<file path="src/rtl/tree_adder_procedural.sv">
// Two-level registered tree adder: a+b and c+d in stage 1, their sum in stage 2.
// Fully pipelined, one operand set per clock, fixed two-clock latency.
module tree_adder_procedural #(
    parameter int WAB = 4,
    parameter int WCD = 8
) (
    input  logic             clk,
    input  logic             rst_n,
    input  logic             in_valid,
    input  logic [WAB-1:0]   a,
    input  logic [WAB-1:0]   b,
    input  logic [WCD-1:0]   c,
    input  logic [WCD-1:0]   d,
    output logic             out_valid,
    output logic [WAB:0]     sum1,
    output logic [WCD:0]     sum2,
    output logic [WCD+1:0]   sum3
);

    logic [WAB:0]   s1;
    logic [WCD:0]   s2;
    logic           v1;
    logic [WCD+1:0] s1_ext;
    logic [WCD+1:0] s2_ext;

    // Operands are widened before adding so no carry is ever lost.
    always_ff @(posedge clk) begin
        if (!rst_n) begin
            s1 <= '0;
            s2 <= '0;
            v1 <= 1'b0;
        end else begin
            s1 <= {1'b0, a} + {1'b0, b};
            s2 <= {1'b0, c} + {1'b0, d};
            v1 <= in_valid;
        end
    end

    always_comb begin
        s1_ext = {{(WCD + 1 - WAB){1'b0}}, s1};
        s2_ext = {1'b0, s2};
    end

    // Data regs load every cycle; out_valid alone qualifies the sums.
    always_ff @(posedge clk) begin
        if (!rst_n) begin
            sum1      <= '0;
            sum2      <= '0;
            sum3      <= '0;
            out_valid <= 1'b0;
        end else begin
            sum1      <= s1;
            sum2      <= s2;
            sum3      <= s1_ext + s2_ext;
            out_valid <= v1;
        end
    end

endmodule

</file>
<file path="config.mk">
export PLATFORM = sky130hd
export DESIGN_NAME = tree_adder_procedural
export DESIGN_NICKNAME = d
export VERILOG_FILES = /design/src/rtl/tree_adder_procedural.sv
export SDC_FILE = /design/constraint.sdc
export NUM_CORES = 1
export LEC_CHECK = 0
export CAP_MARGIN = 20
export CORE_ASPECT_RATIO = 1.75
export CORE_MARGIN = 4
export CORE_UTILIZATION = 46
export CTS_CLUSTER_DIAMETER = 200
export CTS_CLUSTER_SIZE = 10
export DETAILED_ROUTE_END_ITERATION = 10
export GPL_ROUTABILITY_DRIVEN = 0
export PLACE_DENSITY = 0.74
export SYNTH_ARGS = -nofsm -noshare
export SYNTH_HDL_FRONTEND = slang
export SYNTH_SLANG_ARGS = --single-unit
</file>
<file path="constraint.sdc">
create_clock -name clk -period 2.4 [get_ports clk]
set_input_delay 0.6 -clock clk [delete_from_list [all_inputs] [get_ports clk]]
set_output_delay 0.6 -clock clk [all_outputs]
set_load 0.02 [all_outputs]
</file>
==> impl_metrics.json <==
{
  "outcome": "finished, final reports clean",
  "clkLatencyLatePin_ns": 0.28,
  "yosysMostFrequentCell": "dfxtp_1",
  "whs_ns": 0.441,
  "initial_utilization_pct": 48.2,
  "ant_nets": 0,
  "ir_drop_v": 0.000383,
  "crit_family": "compound AO/OA/AOI/OAI gates",
  "yosys_warnings": 0,
  "power.leakage_uw": 0.00104,
  "cts-root-buf": "clkbuf_8",
  "path_max_fanout": 3,
  "max_freq_mhz": 451,
  "ff2ff_setup_slack_ns": 0.46,
  "hold_viol_final": 0,
  "worst_r2r_endpoint": "sum3[6]$_SDFF_PN0_",
  "clk_pin_slew_ns": 0.07,
  "num_vias": 1389,
  "port_buffers": 51,
  "grt_remaining_overflow": 0,
  "hold_class": "register to register",
  "synth_area_sq_um": 1770,
  "grtUsageTotal_pct": 15.4,
  "grt_max_degree": 23,
  "post_cts_resized": 0,
  "synth_cell_types": 39,
  "critical_path_class": "input pin to register",
  "cts_hold_buf": 0,
  "multiInputGateArea_sq_um": 922,
  "seq_area_frac_synth_pct": 45.3,
  "seq_area_sq_um": 801,
  "slowest_stage": "clkdlybuf4s50_1",
  "n_fill_cell": 299,
  "critPathBufInv": 1,
  "cts.path.max_buffers": 2,
  "rr_startpoint": "s1[0]$_SDFF_PN0_",
  "first_pass_iters": 4,
  "synthesis.nets": 215,
  "crit_path_end_kind": "register",
  "grt_pass1_wl_mm": 5.74,
  "drc": 0,
  "power_density_nw_per_um2": 651,
  "numClockSinks": 40,
  "synth_edf_count": 0,
  "max_cap_violations": 0,
  "cts_inserted_buffers": 5,
  "die_x_microns": 54.8,
  "via_per_inst": 5.13,
  "first_iter_violations": 16,
  "layout-drive-gt1-share_pct": 7.11,
  "use_met2_pct": 27.8,
  "yosys.area.top_type": "dfxtp_1",
  "synthCells": 168,
  "ys_async_sr_fraction_pct": 0,
  "synthToLayoutAreaGrowth_pct": 37.3,
  "grt_pass1_vias": 1382,
  "r2r_cells": 6,
  "crit_required_ns": 2.57,
  "grt_busiest_layer": "met2",
  "crit_cells": 7,
  "slew_headroom_pct": 75.4,
  "p_total_uw": 1580,
  "fp-row-count": 29,
  "synth.area.top_cells": "dfxtp_1 45%, ha_1 12%, and2_1 9.2%, fa_1 3.4%, o21ai_0 2.5%",
  "dieArea_sq_um": 4930,
  "syn_avg_cell_area_sq_um": 10.5,
  "die_h_microns": 90.0,
  "netlist.area_leader.share_pct": 45.3,
  "path_cells": "clkdlybuf4s50_1, ha_1, fa_1, a21oi_1, o21ai_0, a211oi_1, nor2_1",
  "grt_use_met1_pct": 14.7,
  "drv_slew": 0,
  "worst_pin_slew_ns": 0.364,
  "num_io_pins": 52,
  "core_area_sq_um": 3660,
  "setup_viol": 0,
  "grt.met3_usage_pct": 4.64,
  "fin_crit_sh_pct": 92.5,
  "worstPathArrival_ns": 2.39,
  "cts_max_level": 2,
  "synth_ff_type": "dfxtp_1",
  "cts_tree": "yes",
  "critPathMaxStageDelay_ns": 0.41,
  "fin_nets": 271,
  "finalWirelength_mm": 3.42,
  "startpoint": "c[0]",
  "endpoint": "s2[6]$_SDFF_PN0_",
  "antenna_cells": 0,
  "rsz0062_at_grt": "false",
  "post_cts_buffers": 0,
  "routedWlPerCell_microns": 12.6,
  "start_kind": "input pin",
  "fin_tns_setup_ns": 0,
  "skew_ns": 0.00286,
  "final.min_clock_period_ns": 2.22,
  "antenna_found_initial": 0,
  "synth_commonest_cells": "40 x dfxtp_1, 26 x and2_1, 17 x ha_1",
  "ys_seq_elements": 40,
  "dp_hpwl_mm": 2.76
}
## cell usage in the layout (no fill, tap or decap), drive strengths merged, types with 3 or more instances in the layout
| master | Yosys | routed |
|---|---|---|
| and2 | 26 | 26 |
| a211oi | 6 | 6 |
| ha | 17 | 17 |
| a21oi | 5 | 5 |
| dfxtp | 40 | 40 |
| inv | 7 | 7 |
| nor2b | 4 | 4 |
| clkdlybuf4s50 | 0 | 51 |
| xor2 | 3 | 3 |
| nor2 | 6 | 6 |
| clkbuf | 2 | 6 |
| fa | 3 | 3 |
| a21o | 3 | 3 |
| nand2 | 5 | 5 |
| o21ai | 12 | 12 |
## worst reg2reg max path: cells and delay by family (launching register included)
kind	cells	cell delay, ns
and+or+nand+nor	1	0.12
muxes	1	0.33
DFF	1	0.31
AOI/OAI and AO/OA	2	0.38
adders and majority gates	2	0.69
## cells by family after synthesis
logic type	count (synthesis)	share of synthesized area, %
fa+ha+maj	20	15.4
simple gates	52	17.3
xor+xnor	5	2.48
mux	4	2.62
buf+inv	11	2.48
compound gates	36	14.4
flops	40	45.3
## final cells by class
| cell class | count | share of cell area (%) |
|---|---|---|
| well taps | 46 | 2.37 |
| flip-flops and latches | 40 | 33.0 |
| repair buffers | 53 | 21.7 |
| multi-input cells | 117 | 38.0 |
| inverters | 7 | 1.08 |
| clock buffers | 6 | 3.41 |
| clock inverters | 2 | 0.413 |
## metal layers
| layer | vias up | share of wire (%) |
|---|---|---|
| met4 | 0 | 1.8 |
| met3 | 7 | 6.4 |
| met5 | - | 0 |
| met1 | 652 | 34 |
| li1 | 692 | - |
| met2 | 38 | 58 |
## worst min path at each step
stage,startpoint,endpoint,slack [ns],depth (start not counted)
2_1_floorplan,v1$_SDFF_PN0_,out_valid$_SDFF_PN0_,0.41,1
5_1_grt,s2[8]$_SDFF_PN0_,sum3[9]$_SDFF_PN0_,0.46,2
4_1_cts,s2[8]$_SDFF_PN0_,sum3[9]$_SDFF_PN0_,0.44,2
6_report,v1$_SDFF_PN0_,out_valid$_SDFF_PN0_,0.44,1
3_3_place_gp,v1$_SDFF_PN0_,out_valid$_SDFF_PN0_,0.43,1
3_5_place_dp,v1$_SDFF_PN0_,out_valid$_SDFF_PN0_,0.43,1
## flip-flops by register name, summed over array words and instances, names as in the netlist
name	flops
v1	1
sum2	9
out_valid	1
sum3	10
sum1	5
s2	9
s1	5
## through the flow
step	cell area, sq um	cells	util [%]	setup slack [ns]
global placement	2330	263	63.6	0.00434
global route	2420	271	66.2	0.0661
floorplan	1770	168	-	0.503
detailed placement	2330	263	63.6	-0.0891
CTS	2420	271	66.2	0.210
finish	2420	271	66.2	0.180
## where the power goes
group | total, uW | internal (uW) | switching [uW] | leakage, uW
sequential | 755 | 727 | 28.1 | 0.000331
clock | 434 | 229 | 205 | 0.0000510
combinational | 389 | 202 | 187 | 0.000656
(Power assumes the default switching activity.)
